`src/rtl/uart_pkg.sv`:
```
// Shared UART loader types and constants.
// Frame format: 8N1 by default, 8E1 when UART_PARITY_EN is defined.
package uart_pkg;

  typedef enum logic [2:0] {
    RX_IDLE,
    RX_START,
    RX_DATA,
    RX_PARITY,
    RX_STOP
  } rx_state_t;

  localparam int unsigned CLK_DIV_DEFAULT = 434;
  localparam int unsigned DATA_BITS       = 8;
  localparam int unsigned ERR_W           = 8;

endpackage

```
`src/rtl/uart_rx_core.sv`:
```
// UART receiver: rx synchronizer, frame FSM, mid-bit sampling and optional even-parity check.
// Define UART_PARITY_EN to expect a parity bit between the data bits and the stop bit.
module uart_rx_core
  import uart_pkg::*;
#(
  parameter int unsigned CLK_DIV = CLK_DIV_DEFAULT
) (
  input  logic                 sys_clk,
  input  logic                 sys_rst,
  input  logic                 rx,
  output logic                 start_ok,
  output logic                 byte_valid,
  output logic [DATA_BITS-1:0] byte_data,
  output logic                 frame_err
);

  localparam int unsigned CNT_W = $clog2(CLK_DIV);
  localparam int unsigned BIT_W = $clog2(DATA_BITS);

  logic                 rx_meta;
  logic                 rx_sync;
  logic                 rx_prev;
  rx_state_t            state;
  logic [CNT_W-1:0]     cnt;
  logic [BIT_W-1:0]     bit_idx;
  logic [DATA_BITS-1:0] shift;
  logic                 fall_c;
  logic                 tick_c;
  logic                 stop_ok_c;

  assign fall_c = rx_prev & ~rx_sync;
  assign tick_c = (cnt == '0);

  // Synchronizer plus one history flop for falling-edge detection; idle level is 1.
  always_ff @(posedge sys_clk) begin
    if (sys_rst) begin
      rx_meta <= 1'b1;
      rx_sync <= 1'b1;
      rx_prev <= 1'b1;
    end else begin
      rx_meta <= rx;
      rx_sync <= rx_meta;
      rx_prev <= rx_sync;
    end
  end

`ifdef UART_PARITY_EN
  logic par_err;
  assign stop_ok_c = rx_sync & ~par_err;
`else
  assign stop_ok_c = rx_sync;
`endif

  always_ff @(posedge sys_clk) begin
    if (sys_rst) begin
      state      <= RX_IDLE;
      cnt        <= '0;
      bit_idx    <= '0;
      shift      <= '0;
      start_ok   <= 1'b0;
      byte_valid <= 1'b0;
      byte_data  <= '0;
      frame_err  <= 1'b0;
`ifdef UART_PARITY_EN
      par_err    <= 1'b0;
`endif
    end else begin
      start_ok   <= 1'b0;
      byte_valid <= 1'b0;
      frame_err  <= 1'b0;
      case (state)
        RX_IDLE: begin
          if (fall_c) begin
            state <= RX_START;
            cnt   <= CNT_W'(CLK_DIV / 2 - 1);
          end
        end
        RX_START: begin
          if (tick_c) begin
            // A line that is high again at mid start bit was a glitch, not a frame.
            if (!rx_sync) begin
              state    <= RX_DATA;
              cnt      <= CNT_W'(CLK_DIV - 1);
              bit_idx  <= '0;
              start_ok <= 1'b1;
            end else begin
              state <= RX_IDLE;
            end
          end else begin
            cnt <= cnt - CNT_W'(1);
          end
        end
        RX_DATA: begin
          if (tick_c) begin
            shift   <= {rx_sync, shift[DATA_BITS-1:1]};
            cnt     <= CNT_W'(CLK_DIV - 1);
            bit_idx <= bit_idx + BIT_W'(1);
            if (bit_idx == BIT_W'(DATA_BITS - 1)) begin
`ifdef UART_PARITY_EN
              state <= RX_PARITY;
`else
              state <= RX_STOP;
`endif
            end
          end else begin
            cnt <= cnt - CNT_W'(1);
          end
        end
`ifdef UART_PARITY_EN
        RX_PARITY: begin
          if (tick_c) begin
            par_err <= ^{shift, rx_sync};
            cnt     <= CNT_W'(CLK_DIV - 1);
            state   <= RX_STOP;
          end else begin
            cnt <= cnt - CNT_W'(1);
          end
        end
`endif
        RX_STOP: begin
          if (tick_c) begin
            if (stop_ok_c) begin
              byte_valid <= 1'b1;
              byte_data  <= shift;
            end else begin
              frame_err <= 1'b1;
            end
            state <= RX_IDLE;
          end else begin
            cnt <= cnt - CNT_W'(1);
          end
        end
        default: state <= RX_IDLE;
      endcase
    end
  end

endmodule

```
`src/rtl/uart_prog_loader.sv`:
```
// UART program loader: packs received bytes into words and writes them to memory, holding the CPU until loaded.
// Define UART_PARITY_EN for 8E1 frames; the default build receives 8N1.
module uart_prog_loader
  import uart_pkg::*;
#(
  parameter int unsigned CLK_DIV    = CLK_DIV_DEFAULT,
  parameter int unsigned WORD_BYTES = 4,
  parameter int unsigned ADDR_W     = 10,
  parameter int unsigned LOAD_WORDS = 24,
  parameter bit          BIG_ENDIAN = 1'b1
) (
  input  logic                          sys_clk,
  input  logic                          sys_rst,
  input  logic                          rx,
  output logic                          mem_we,
  output logic [ADDR_W-1:0]             mem_addr,
  output logic [DATA_BITS*WORD_BYTES-1:0] mem_wdata,
  output logic                          busy,
  output logic                          done,
  output logic                          cpu_hold,
  output logic [ERR_W-1:0]              err_cnt
);

  localparam int unsigned WORD_W = DATA_BITS * WORD_BYTES;
  localparam int unsigned IDX_W  = (WORD_BYTES > 1) ? $clog2(WORD_BYTES) : 1;

  logic                 start_ok;
  logic                 byte_valid;
  logic [DATA_BITS-1:0] byte_data;
  logic                 frame_err;

  logic [IDX_W-1:0]     byte_idx;
  logic [ADDR_W-1:0]    word_idx;
  logic [WORD_W-1:0]    word_reg;
  logic [IDX_W-1:0]     slot_c;
  logic [WORD_W-1:0]    word_next_c;

  uart_rx_core #(
    .CLK_DIV (CLK_DIV)
  ) u_rx (
    .sys_clk    (sys_clk),
    .sys_rst    (sys_rst),
    .rx         (rx),
    .start_ok   (start_ok),
    .byte_valid (byte_valid),
    .byte_data  (byte_data),
    .frame_err  (frame_err)
  );

  // Byte lane for the incoming byte: MSB-first fill for big endian, LSB-first otherwise.
  always_comb begin
    slot_c      = BIG_ENDIAN ? (IDX_W'(WORD_BYTES - 1) - byte_idx) : byte_idx;
    word_next_c = word_reg;
    for (int unsigned s = 0; s < WORD_BYTES; s++) begin
      if (slot_c == IDX_W'(s)) word_next_c[DATA_BITS*s +: DATA_BITS] = byte_data;
    end
  end

  always_ff @(posedge sys_clk) begin
    if (sys_rst) begin
      mem_we    <= 1'b0;
      mem_addr  <= '0;
      mem_wdata <= '0;
      busy      <= 1'b0;
      done      <= 1'b0;
      cpu_hold  <= 1'b1;
      err_cnt   <= '0;
      byte_idx  <= '0;
      word_idx  <= '0;
      word_reg  <= '0;
    end else begin
      mem_we <= 1'b0;
      if (start_ok && !done) busy <= 1'b1;
      if (frame_err && (err_cnt != '1)) err_cnt <= err_cnt + ERR_W'(1);

      if (byte_valid && !done) begin
        word_reg <= word_next_c;
        if (byte_idx == IDX_W'(WORD_BYTES - 1)) begin
          byte_idx  <= '0;
          mem_we    <= 1'b1;
          mem_wdata <= word_next_c;
          mem_addr  <= word_idx;
        end else begin
          byte_idx <= byte_idx + IDX_W'(1);
        end
      end

      // Retire the word written last cycle; the final word latches done instead of advancing.
      if (mem_we) begin
        word_reg <= '0;
        if (word_idx == ADDR_W'(LOAD_WORDS - 1)) begin
          done     <= 1'b1;
          cpu_hold <= 1'b0;
          busy     <= 1'b0;
        end else begin
          word_idx <= word_idx + ADDR_W'(1);
        end
      end
    end
  end

endmodule

```
`config.mk`:
```
export PLATFORM = sky130hd
export DESIGN_NAME = uart_prog_loader
export DESIGN_NICKNAME = d
export VERILOG_FILES = /design/src/rtl/uart_pkg.sv /design/src/rtl/uart_rx_core.sv /design/src/rtl/uart_prog_loader.sv
export SDC_FILE = /design/constraint.sdc
export NUM_CORES = 1
export LEC_CHECK = 0
export ABC_CLOCK_PERIOD_IN_PS = 5900
export BUFFER_PORTS_ARGS = -buffer_cell sky130_fd_sc_hd__buf_4
export CORE_ASPECT_RATIO = 1.2
export CORE_UTILIZATION = 44
export DETAILED_ROUTE_END_ITERATION = 6
export SLEW_MARGIN = 20
export SYNTH_ARGS = -nofsm -noshare
export SYNTH_HDL_FRONTEND = slang
export SYNTH_HIERARCHICAL = 1
export SYNTH_SLANG_ARGS = --single-unit
```
`constraint.sdc`:
```
create_clock -name sys_clk -period 5.9 [get_ports sys_clk]
set_input_delay 1.18 -clock sys_clk [delete_from_list [all_inputs] [get_ports sys_clk]]
set_output_delay 1.18 -clock sys_clk [all_outputs]
set_load 0.1 [all_outputs]
```
==> metrics <==
adder-cell share of the synthesized area 2.46%; pin count of the biggest net entering global routing 95; Synth Flop Type dfxtp_1; mean post-synth cell area 9.28 µm²; first-pass GRT wire length 19.7 mm; synthesized instance count 592; CTS sink cnt 127; Tot Pwr 1.90 mW; Slew @ Worst Pin 1010 ps; chip width 104 µm; VDD IR-drop max 0.181 mV; fin. max-slew vios 0; IO buf count 56; Root Driver clkbuf_16; DIE AREA 12900 µm²; initial antenna violation count 0; # IOs 57; PwrDens 293 nW/µm²; post-route DRC violation count 0; status completed; via/cell ratio 5.40; Rel. slew slack 32.3%; post-cts resize count 0; Placement Cell Area 5950 µm²; Fmax 388 MHz; top-area cell type share of the netlist area 46.3%; clk_lat worst skew 400 ps; vias 4330; Mapped Nets 605; Post-CTS Hold Fix Bufs 0; WL final 11.5 mm; Post-Synth XOR/XNOR Area 0.319%; fin crit period 2580 ps; Num CTS Buffers 17; post-CTS setup buffers 0; Hold WC Path Type reg -> reg; Tcrit/Tclk final 43.7%; crit path max fanout 12; Synth area leader dfxtp_1; Initial Utilization 45.3%; Final ANT Viol Nets 0; synth warn 6; number of synthesized register bits 127; max-cap viol count 0; Hold Slack 411 ps; Antenna Cells 0; post-synthesis mux area share 13.2%; Core ar. 12100 µm²; share of flip-flops with an asynchronous set or reset 0%; H-tree levels 4; Total Nets Final 642; clock slew at reported path FFs 50 ps; Iter 0 DRT Violations 168; grt total ovfl 0; CP endpoint kind flop; P&R area growth vs syn 18.4%; fin util 53.7%; Post-synth EDFFs 0; Leak 2.63 nW; crit path launch type flop; GPL Wtd Cong 0.801; TNS Setup 0 ps; WL/cell 14.3 µm; Setup Crit Path Kind reg -> reg; Die Y-Extent 124 µm; critical path arrival 2830 ps; Synth area leaders dfxtp_1 46%, mux2i_1 13%, nor2_1 5.7%, a21oi_1 3.6%, a211oi_1 3.6%; Final Hold Vio Count 0; RSZ-0062 raised after global routing no; vias in the first global route 4152; drt pass-1 iters 4; Distinct cells, synth 67; Max clock buf depth 2; FP Rows 44; complex-gate fraction of the synthesized area 13.9%; Overall Global Routing Usage 18.6%; post-route cell area 6500 µm²; post-synthesis cell area 5490 µm²; # setup viols final 0; CTS tree built; Worst EP required 6160 ps; clk_skew 4.98 ps; max reg flops 32; Post-DP HPWL 7.72 mm; sequential fraction of the synthesis area 46.3%; largest family of logic cells by synthesized area simple AND/OR/NAND/NOR gates; share of layout cells above drive strength 1 16.2%; simple-gate share of the synthesized area 19.8%
## layout by cell type, fill, tap and decap left out, types with 12 or more instances in the layout
cell and count:
a211oi_1 26, a21oi_1 40, buf_4 57, clkbuf_16 17, dfxtp_1 127, inv_1 12
mux2i_1 69, nand2_1 51, nand3_1 12, nor2_1 83, nor3_1 12, o21ai_0 12
## metrics by stage
| step | std cells | worst slack [ps] |
|---|---|---|
| 2_1_floorplan | 592 | 3570 |
| 3_3_place_gp | 771 | 3170 |
| 3_5_place_dp | 771 | 3090 |
| 4_1_cts | 802 | 3310 |
| 5_1_grt | 802 | 3150 |
| 6_report | 802 | 3320 |
## cell families after synthesis
| logic type | Yosys count |
|---|---|
| buffers and inverters | 51 |
| xor gates and xnor gates | 2 |
| adders and majority gates | 11 |
| muxes | 72 |
| and+or+nand+nor | 217 |
| DFF | 127 |
| AOI/OAI and AO/OA | 112 |
## path summary, 6_finish.rpt
| kind | depth (start not counted) | end | slack (ps) | from |
|---|---|---|---|---|
| max | 7 | u_rx/shift[1] | 3320 | u_rx/cnt[0] |
| max reg2reg | 7 | u_rx/shift[1] | 3320 | u_rx/cnt[0] |
| min | 1 | u_rx/rx_sync | 410 | u_rx/rx_meta |
| min reg2reg | 1 | u_rx/rx_sync | 410 | u_rx/rx_meta |
## worst max-delay path: stages (launching register included)
cell      delay (ps)
dfxtp_1          340
inv_1             90
ha_1             150
or4b_4           480
nand2b_4         230
nor2_1           810
mux2i_1          270
nor2_1            50
## final cells by class
class | count | area, µm²
Clock buffer | 24 | 492
Clock inverter | 7 | 60.1
Fill cell | 1141 | 5610
Inverter | 12 | 45.0
Multi-Input combinational cell | 414 | 2730
Sequential cell | 127 | 2540
Tap cell | 161 | 201
Timing Repair Buffer | 57 | 428
## per-layer routing
metal | part of all wire (%) | routed length (µm) | GRT usage, %
met3 | 3.5 | 399 | 4.76
met1 | 46 | 5230 | 22.4
met5 | 0 | 0 | 0
met2 | 49 | 5670 | 31.6
met4 | 1.4 | 159 | 7.31
## synthesized netlist by cell type, drive strengths merged, types with 7 or more instances
master / instances
o21ai: 12
buf: 25
nor2: 84
a211oi: 26
dfxtp: 127
nand3: 13
clkbuf: 14
a21oi: 40
nand2: 51
inv: 12
nor3: 12
nor2b: 7
ha: 10
or3: 7
mux2i: 69
## report_power, final
group	internal [mW]	total [mW]	switching, mW
registers	0.863	0.870	0.00690
clock network	0.617	0.964	0.348
logic	0.0223	0.0685	0.0462
Power figures use the tool's default switching activity.
